<file path="src/rtl/tlp_rx_arbiter_pkg.sv">
// Shared types and defaults for the TLP receive arbiter.
// Stream widths follow the axi2ocp bridge FIFO (fifo_wdth/data_wdth).
package tlp_arb_pkg;

  localparam int DEF_DATA_W = 64;
  localparam int DEF_KEEP_W = DEF_DATA_W / 8;

  typedef enum logic [1:0] {
    ST_IDLE = 2'd0,
    ST_OWN0 = 2'd1,
    ST_OWN1 = 2'd2
  } arb_state_e;

  localparam logic [1:0] GNT_NONE = 2'b00;
  localparam logic [1:0] GNT_S0   = 2'b01;
  localparam logic [1:0] GNT_S1   = 2'b10;

endpackage

</file>
<file path="src/rtl/tlp_rx_arbiter_if.sv">
// AXI-stream bundle used for both arbiter source ports and the bridge-facing port.
interface tlp_rx_arbiter_if
  import tlp_arb_pkg::*;
#(
  parameter int DATA_W = DEF_DATA_W,
  parameter int KEEP_W = DEF_KEEP_W
) ();

  logic              tvalid;
  logic              tready;
  logic [DATA_W-1:0] tdata;
  logic [KEEP_W-1:0] tkeep;
  logic              tlast;

  modport master (output tvalid, output tdata, output tkeep, output tlast, input tready);
  modport slave  (input tvalid, input tdata, input tkeep, input tlast, output tready);

endinterface

</file>
<file path="src/rtl/tlp_rx_arbiter_rr_pick2.sv">
// Two-way request picker: one-hot winner from req, last-served pointer and a
// strict-priority override that always favours source 0 on contention.
module rr_pick2 (
  input  logic [1:0] req,
  input  logic       last,
  input  logic       strict,
  output logic [1:0] win
);

  // Winner selection
  always_comb begin
    win = 2'b00;
    case (req)
      2'b01: win = 2'b01;
      2'b10: win = 2'b10;
      2'b11: begin
        if (strict || last) begin
          win = 2'b01;
        end else begin
          win = 2'b10;
        end
      end
      default: win = 2'b00;
    endcase
  end

endmodule

</file>
<file path="src/rtl/tlp_rx_arbiter.sv">
// Packet-locked arbiter merging posted (s0) and non-posted (s1) TLP streams.
// Define TLP_ARB_STRICT_PRIO_EN to make s0 win every contended arbitration.
module tlp_rx_arbiter
  import tlp_arb_pkg::*;
#(
  parameter int DATA_W      = DEF_DATA_W,
  parameter int KEEP_W      = DEF_KEEP_W,
  parameter int CNT_W       = 16,
  parameter int STALL_LIMIT = 255
) (
  input  logic                 clk,
  input  logic                 reset,
  tlp_rx_arbiter_if.slave      s0_axis,
  tlp_rx_arbiter_if.slave      s1_axis,
  tlp_rx_arbiter_if.master     m_axis,
  output logic [1:0]           grant,
  output logic [CNT_W-1:0]     pkt_cnt0,
  output logic [CNT_W-1:0]     pkt_cnt1,
  output logic                 stall_err
);

  localparam int WD_W = (STALL_LIMIT < 1) ? 1 : $clog2(STALL_LIMIT + 1);
  localparam logic [WD_W-1:0] WD_MAX = WD_W'(STALL_LIMIT);

`ifdef TLP_ARB_STRICT_PRIO_EN
  localparam logic STRICT = 1'b1;
`else
  localparam logic STRICT = 1'b0;
`endif

  arb_state_e        state_q, state_d;
  logic              last_q, last_d;
  logic [CNT_W-1:0]  cnt0_q, cnt0_d;
  logic [CNT_W-1:0]  cnt1_q, cnt1_d;
  logic [WD_W-1:0]   wd_q, wd_d;
  logic              err_q, err_d;

  logic [1:0]        pick_s;
  logic              sel_vld_s;
  logic              sel_last_s;
  logic [DATA_W-1:0] sel_data_s;
  logic [KEEP_W-1:0] sel_keep_s;
  logic              rdy0_s;
  logic              rdy1_s;

  rr_pick2 u_pick (
    .req    ({s1_axis.tvalid, s0_axis.tvalid}),
    .last   (last_q),
    .strict (STRICT),
    .win    (pick_s)
  );

  // Owner mux: zero added latency from the granted source to the bridge
  always_comb begin
    grant      = GNT_NONE;
    sel_vld_s  = 1'b0;
    sel_last_s = 1'b0;
    sel_data_s = '0;
    sel_keep_s = '0;
    rdy0_s     = 1'b0;
    rdy1_s     = 1'b0;
    case (state_q)
      ST_OWN0: begin
        grant      = GNT_S0;
        sel_vld_s  = s0_axis.tvalid;
        sel_last_s = s0_axis.tlast;
        sel_data_s = s0_axis.tdata;
        sel_keep_s = s0_axis.tkeep;
        rdy0_s     = m_axis.tready;
      end
      ST_OWN1: begin
        grant      = GNT_S1;
        sel_vld_s  = s1_axis.tvalid;
        sel_last_s = s1_axis.tlast;
        sel_data_s = s1_axis.tdata;
        sel_keep_s = s1_axis.tkeep;
        rdy1_s     = m_axis.tready;
      end
      default: grant = GNT_NONE;
    endcase
  end

  assign m_axis.tvalid  = sel_vld_s;
  assign m_axis.tlast   = sel_last_s;
  assign m_axis.tdata   = sel_data_s;
  assign m_axis.tkeep   = sel_keep_s;
  assign s0_axis.tready = rdy0_s;
  assign s1_axis.tready = rdy1_s;
  assign pkt_cnt0       = cnt0_q;
  assign pkt_cnt1       = cnt1_q;
  assign stall_err      = err_q;

  // Next state, packet counters and stall watchdog
  always_comb begin
    state_d = state_q;
    last_d  = last_q;
    cnt0_d  = cnt0_q;
    cnt1_d  = cnt1_q;
    wd_d    = wd_q;
    err_d   = err_q;
    case (state_q)
      ST_IDLE: begin
        wd_d = '0;
        if (pick_s == GNT_S0) begin
          state_d = ST_OWN0;
        end else if (pick_s == GNT_S1) begin
          state_d = ST_OWN1;
        end else begin
          state_d = ST_IDLE;
        end
      end
      ST_OWN0, ST_OWN1: begin
        if (sel_vld_s) begin
          // Bridge backpressure with valid held is not a stall
          wd_d = '0;
          if (m_axis.tready && sel_last_s) begin
            state_d = ST_IDLE;
            if (state_q == ST_OWN0) begin
              cnt0_d = cnt0_q + CNT_W'(1);
              last_d = 1'b0;
            end else begin
              cnt1_d = cnt1_q + CNT_W'(1);
              last_d = 1'b1;
            end
          end else begin
            state_d = state_q;
          end
        end else begin
          if (wd_q != WD_MAX) begin
            wd_d = wd_q + WD_W'(1);
          end else begin
            wd_d = wd_q;
          end
          if (wd_d == WD_MAX) begin
            err_d = 1'b1;
          end else begin
            err_d = err_q;
          end
        end
      end
      default: state_d = ST_IDLE;
    endcase
  end

  // State register; last resets to 1 so source 0 wins the first contention
  always_ff @(posedge clk or negedge reset) begin
    if (!reset) begin
      state_q <= ST_IDLE;
      last_q  <= 1'b1;
      cnt0_q  <= '0;
      cnt1_q  <= '0;
      wd_q    <= '0;
      err_q   <= 1'b0;
    end else begin
      state_q <= state_d;
      last_q  <= last_d;
      cnt0_q  <= cnt0_d;
      cnt1_q  <= cnt1_d;
      wd_q    <= wd_d;
      err_q   <= err_d;
    end
  end

endmodule

</file>
<file path="src/flat_wrapper.sv">
// flat-port wrapper written by rule: the top's interface ports become plain ports
module tlp_rx_arbiter_flat import tlp_arb_pkg::*;
#(
  parameter int DATA_W      = DEF_DATA_W,
  parameter int KEEP_W      = DEF_KEEP_W,
  parameter int CNT_W       = 16,
  parameter int STALL_LIMIT = 255
)
  (clk, reset, grant, pkt_cnt0, pkt_cnt1, stall_err, s0_axis_tvalid, s0_axis_tdata, s0_axis_tkeep, s0_axis_tlast, s0_axis_tready, s1_axis_tvalid, s1_axis_tdata, s1_axis_tkeep, s1_axis_tlast, s1_axis_tready, m_axis_tvalid, m_axis_tdata, m_axis_tkeep, m_axis_tlast, m_axis_tready);
  tlp_rx_arbiter_if #(.DATA_W(DATA_W), .KEEP_W(KEEP_W)) s0_axis_i ();
  tlp_rx_arbiter_if #(.DATA_W(DATA_W), .KEEP_W(KEEP_W)) s1_axis_i ();
  tlp_rx_arbiter_if #(.DATA_W(DATA_W), .KEEP_W(KEEP_W)) m_axis_i ();
  input  logic clk;
  input  logic reset;
  output logic [1:0] grant;
  output logic [CNT_W-1:0] pkt_cnt0;
  output logic [CNT_W-1:0] pkt_cnt1;
  output logic stall_err;
  input wire logic [$bits(s0_axis_i.tvalid)-1:0] s0_axis_tvalid;
  input wire logic [$bits(s0_axis_i.tdata)-1:0] s0_axis_tdata;
  input wire logic [$bits(s0_axis_i.tkeep)-1:0] s0_axis_tkeep;
  input wire logic [$bits(s0_axis_i.tlast)-1:0] s0_axis_tlast;
  output wire logic [$bits(s0_axis_i.tready)-1:0] s0_axis_tready;
  input wire logic [$bits(s1_axis_i.tvalid)-1:0] s1_axis_tvalid;
  input wire logic [$bits(s1_axis_i.tdata)-1:0] s1_axis_tdata;
  input wire logic [$bits(s1_axis_i.tkeep)-1:0] s1_axis_tkeep;
  input wire logic [$bits(s1_axis_i.tlast)-1:0] s1_axis_tlast;
  output wire logic [$bits(s1_axis_i.tready)-1:0] s1_axis_tready;
  output wire logic [$bits(m_axis_i.tvalid)-1:0] m_axis_tvalid;
  output wire logic [$bits(m_axis_i.tdata)-1:0] m_axis_tdata;
  output wire logic [$bits(m_axis_i.tkeep)-1:0] m_axis_tkeep;
  output wire logic [$bits(m_axis_i.tlast)-1:0] m_axis_tlast;
  input wire logic [$bits(m_axis_i.tready)-1:0] m_axis_tready;
  assign s0_axis_i.tvalid = s0_axis_tvalid;
  assign s0_axis_i.tdata = s0_axis_tdata;
  assign s0_axis_i.tkeep = s0_axis_tkeep;
  assign s0_axis_i.tlast = s0_axis_tlast;
  assign s0_axis_tready = s0_axis_i.tready;
  assign s1_axis_i.tvalid = s1_axis_tvalid;
  assign s1_axis_i.tdata = s1_axis_tdata;
  assign s1_axis_i.tkeep = s1_axis_tkeep;
  assign s1_axis_i.tlast = s1_axis_tlast;
  assign s1_axis_tready = s1_axis_i.tready;
  assign m_axis_tvalid = m_axis_i.tvalid;
  assign m_axis_tdata = m_axis_i.tdata;
  assign m_axis_tkeep = m_axis_i.tkeep;
  assign m_axis_tlast = m_axis_i.tlast;
  assign m_axis_i.tready = m_axis_tready;
  tlp_rx_arbiter #(.DATA_W(DATA_W), .KEEP_W(KEEP_W), .CNT_W(CNT_W), .STALL_LIMIT(STALL_LIMIT)) u_core (.clk(clk), .reset(reset), .s0_axis(s0_axis_i), .s1_axis(s1_axis_i), .m_axis(m_axis_i), .grant(grant), .pkt_cnt0(pkt_cnt0), .pkt_cnt1(pkt_cnt1), .stall_err(stall_err));
endmodule
</file>
<file path="config.mk">
export PLATFORM = sky130hd
export DESIGN_NAME = tlp_rx_arbiter_flat
export DESIGN_NICKNAME = d
export VERILOG_FILES = /design/src/rtl/tlp_rx_arbiter_pkg.sv /design/src/rtl/tlp_rx_arbiter_if.sv /design/src/rtl/tlp_rx_arbiter_rr_pick2.sv /design/src/rtl/tlp_rx_arbiter.sv /design/src/flat_wrapper.sv
export SDC_FILE = /design/constraint.sdc
export NUM_CORES = 1
export LEC_CHECK = 0
export CAP_MARGIN = 20
export CORE_AREA = 8 8 129 119
export CTS_BUF_LIST = sky130_fd_sc_hd__clkbuf_2 sky130_fd_sc_hd__clkbuf_4 sky130_fd_sc_hd__clkbuf_8
export CTS_CLUSTER_DIAMETER = 40
export DETAILED_ROUTE_END_ITERATION = 16
export DIE_AREA = 0 0 137 127
export PLACE_DENSITY = 0.67
export SLEW_MARGIN = 20
export SYNTH_ARGS = -nofsm -noshare
export SYNTH_HDL_FRONTEND = slang
export SYNTH_HIERARCHICAL = 1
export SYNTH_SLANG_ARGS = --single-unit
</file>
<file path="constraint.sdc">
create_clock -name clk -period 2.73 [get_ports clk]
set_clock_uncertainty 0.15 [all_clocks]
set_input_delay 0.273 -clock clk [delete_from_list [all_inputs] [get_ports clk]]
set_output_delay 0.273 -clock clk [all_outputs]
set_load 0.005 [all_outputs]
</file>
* Yosys cells after proc, flatten, opt, wreduce, memory -nomap -nowiden
Index checks and enable logic that the tools add are counted.
Operators by class: add/subtract/negate cells 3, divide/modulo/power cells 0, bitwise operators 2, shift operators 0, reduce and logical (&&, ||, !) cells 9, multiply operators 0, order comparisons 0, multiplexer cells 20, equality and inequality tests 11
Operators with widths (count):
- $pmux W64 S2 | 1
- $add A16 B1 Y16 const B | 2
- $mux W8 | 4
- $pmux W8 S2 | 2
- $mux W2 | 5
- $add A8 B1 Y8 const B | 1
- $eq A2 B2 Y1 const B | 4
- $eq A8 B8 Y1 const B | 1
- $ne A8 B8 Y1 const B | 1
- $pmux W2 S2 | 2
- $reduce_and A4 Y1 | 2
- $eq A2 B1 Y1 const B | 3
- $pmux W2 S3 | 1
- $reduce_and A3 Y1 | 2
- $pmux W1 S2 | 2
- $mux W1 | 3
- $logic_not A2 Y1 | 1
- $ne A2 B1 Y1 const B | 1
- $ne A2 B2 Y1 const B | 1
- $not A1 Y1 | 2
- $reduce_and A2 Y1 | 1
- $reduce_bool A2 Y1 | 1
- $reduce_or A2 Y1 | 1
- $logic_and A1 B1 Y1 | 1
Word-level totals: latch bits 0, logic and storage cells 51, bits of input ports 151, bits in read-only memories 0, bits in registers 44, RAM bits 0, output and inout bits 111, memories 0

* Depth between registers and ports, before layout
depth in word-level cells 6, mapped depth 9, depth with buffers taken out 6

* Modules after synthesis
The synthesis kept the hierarchy.
By module, submodules not included:
- tlp_rx_arbiter | cells an instance 402, instances 1, area each 3552.2 µm², sequential area each 1102.3 µm²
- rr_pick2 | cells an instance 4, instances 1, area each 22.5 µm², sequential area each 0.0 µm²

* Least setup slack after synthesis
Ideal clock, no wire load.
kind flip-flop to output port, start point reg u_core.state_q[1], end point out m_axis_tdata[38], data required time 2.307 ns, path slack 0.685 ns, arrival time 1.622 ns, stages on the path, launching flop included 8, cell sequence dfrtp_1 inv_1 ha_1 buf_4 clkbuf_1 clkbuf_1 a22oi_1 nor2b_1
On the way: word-level cells in the longest chain between the ends 2
RTL lines:
- start, declared | RTL line tlp_rx_arbiter.sv:31 | arb_state_e state_q, state_d;
- start signal, assigned | RTL line tlp_rx_arbiter.sv:155 | state_q <= state_d;
- $eq A2 B2 Y1 / $eq A2 B1 Y1 (equally long branches) | RTL line tlp_rx_arbiter.sv:62 | case (state_q)
- $pmux W64 S2 (*) | RTL line tlp_rx_arbiter.sv:62
- end, declared | RTL line flat_wrapper.sv:30 | output wire logic [$bits(m_axis_i.tdata)-1:0] m_axis_tdata;
Every way passes the cells marked *; elsewhere a longest branch is shown, timed or not.

* Worst setup path after layout
start point reg u_core.state_q[0], end point out m_axis_tdata[30]
The elaborated chain is that of the path after synthesis.

==> results.cfg <==
[cts]
h-tree-depth = 2
cts_root_buf = clkbuf_8
cts_tree = built
numCtsBuffers = 5
post-cts-setup-buffer-count = 0
clock_latency_ns = 0.29
cts.clk_slew.worst_paths_ns = 0.09
clkSinkCount = 44
clockBufferDepth = 2

[floorplanning]
die_area_sq_um = 17400
io_pins = 262
initial_utilization_pct = 27.3
core_sq_um = 13100
rows = 40
die_x_um = 137
die_h_um = 127

[finish]
layout.cells.non_filler = 818
area_growth_pct = 84.5
final_core_util_pct = 50.3
drive_gt1_share_pct = 6.32
nNetsFinal = 809
final_common_cell = clkdlybuf4s50_1
final_cell_area_sq_um = 6600
final_cell_mix = clkdlybuf4s50_1 (259), nor2b_1 (74), a22oi_1 (73)

[yosys]
yosysSeqAreaShare_pct = 30.8
synth_area_leader_cell = dfrtp_1
ys_ff_latch = 44
synth.area.top_cells = dfrtp_1 (30%), a22oi_1 (15%), nor2b_1 (13%)
ys.warnings.count = 6
ys_async_sr_fraction_pct = 100
syn_inst = 406
synth_area_sq_um = 3570
synth.distinct_cells = 49
synth-main-ff-cell = dfrtp_1
synth_top_cell_area_share_pct = 30.1
synth_edf_count = 0
avgSynthCellArea_sq_um = 8.80

[routing]
routed_via_density = 5.14
route.met3.wl_um = 1290
wl_per_cell_um = 21.6
drcViolationCount = 0
top_layer = met4
vias = 4204
finalWirelength_um = 17700
wl_met1_um = 6720
drtIter0Drc = 439
firstDrtPassIters = 6
ant_nets = 0
routed-wl-met2_um = 9380

[grt]
grt_max_degree = 80
grt_pass1_wl_um = 25600
grtUsageTotal_pct = 18.6
antenna_found_initial = 1
overflow = 0
grt_pass1_vias = 4415

[critical_path]
cp-start-kind = flip-flop
crit_type = reg2out
required_ns = 2.31
cp-end-kind = output pin
cp_top_family = buffers and inverters
cp_num_buf_inv = 3
worstPathArrival_ns = 2.19
crit_chain = inv_1 -> ha_2 -> buf_12 -> nor2b_1 -> clkdlybuf4s50_1
crit_slowest_cell = clkdlybuf4s50_1
crit_fanout = 40
max_stage_delay_ns = 0.56

[sta]
timing.final.ws_setup_ns = 0.122
setup-tns-final_ns = 0
finalHoldViolCount = 0
max_freq_ghz = 0.383
max_slew_margin_pct = 57.8
min_period_over_period_pct = 95.5
worst_slew_pin_slew_ns = 0.632
rsz0062_at_grt = no
finalSetupViolations = 0
min_period_ns = 2.61
hold_ws_ns = 0.326
slew_violations = 0

[power]
ir_worst_vdd_v = 0.000299
p_total_mw = 3.33
p_leak_nw = 2.54
pwr_density_cell_nw_per_um2 = 504

[placed_design]
place_ws_ns = 0.336
io_buffers = 261
place.gp.congestion = 0.832
dp_hpwl_um = 13600
place_area_sq_um = 6340
place_inst = 806

[run]
drv_cap = 0

[hold_path]
hold_path_class = reg2reg

[run_status]
status = complete, no violations
==> routing by layer <==
metal	GRT usage, %	vias to the layer above
li1	-	1976
met1	21.3	2052
met5	0	-
met3	5.49	12
met2	33.3	164
met4	4.09	0
==> report_power, final <==
part	internal [mW]	total, mW	switching, mW
registers	0.691	0.750	0.0582
logic	1.10	1.99	0.890
clock network	0.360	0.589	0.229
==> Yosys cell counts (all sizes together) (3+ instances only) <==
cell type,count
and3,7
buf,10
a21o,5
nor2,6
xnor2,8
o21ai,5
a21oi,7
and2,8
nor3,7
clkbuf,28
and4,3
nand3,15
nand2,12
mux2i,3
inv,5
dfrtp,43
nand4,11
a22oi,74
xor2,22
nor4,16
nor2b,74
a31oi,6
ha,9
==> path summary, 6_finish.rpt <==
path,start,to,slack [ns],cells past startpoint
max,u_core/state_q[0]$_DFFE_PN0P_,m_axis_tdata[30],0.12,5
min,u_core/pkt_cnt0[15]$_DFFE_PN0P_,u_core/pkt_cnt0[15]$_DFFE_PN0P_,0.33,1
max reg2reg,u_core/state_q[0]$_DFFE_PN0P_,u_core/pkt_cnt1[1]$_DFFE_PN0P_,0.32,7
min reg2reg,u_core/pkt_cnt0[15]$_DFFE_PN0P_,u_core/pkt_cnt0[15]$_DFFE_PN0P_,0.33,1
max in group asynchronous,reset,u_core/state_q[1]$_DFFE_PN0P_,1.65,2
min in group asynchronous,reset,u_core/pkt_cnt0[0]$_DFFE_PN0P_,0.35,2
==> sequential cells by signal, summed over array words and instances (netlist names) <==
name / cells
u_core/state_q: 2
u_core/pkt_cnt1: 16
u_core/stall_err: 1
u_core/wd_q: 8
u_core/pkt_cnt0: 16
u_core/last_q: 1
==> cell families (layout without fill, tap and decap cells) <==
kind of cell / after synthesis / count (layout) / share of synthesized area [%]
xor+xnor: 30 / 30 / 7.35
fa+ha+maj: 9 / 9 / 3.15
other cells: 1 / 3 / 0.105
mux: 5 / 5 / 1.47
compound gates: 106 / 106 / 21.6
simple gates: 166 / 166 / 30.0
flops: 44 / 44 / 30.8
buf+inv: 45 / 287 / 5.46
==> final cells by class <==
class	instances	area (sq um)
clock inverter	2	60.1
clock buffer	5	68.8
inverter	7	26.3
sequential	44	1100
timing repair buffer	273	2820
tap	168	210
antenna	1	2.50
multi-input combinational	318	2310
fill	1220	6520
==> repair_timing <==
action,4_1_cts,5_1_grt
hold endpoints to repair,0,43
setup endpoints to repair,0,63
hold buffers,0,1
gates resized for setup,0,7
(Power assumes the default switching activity.)
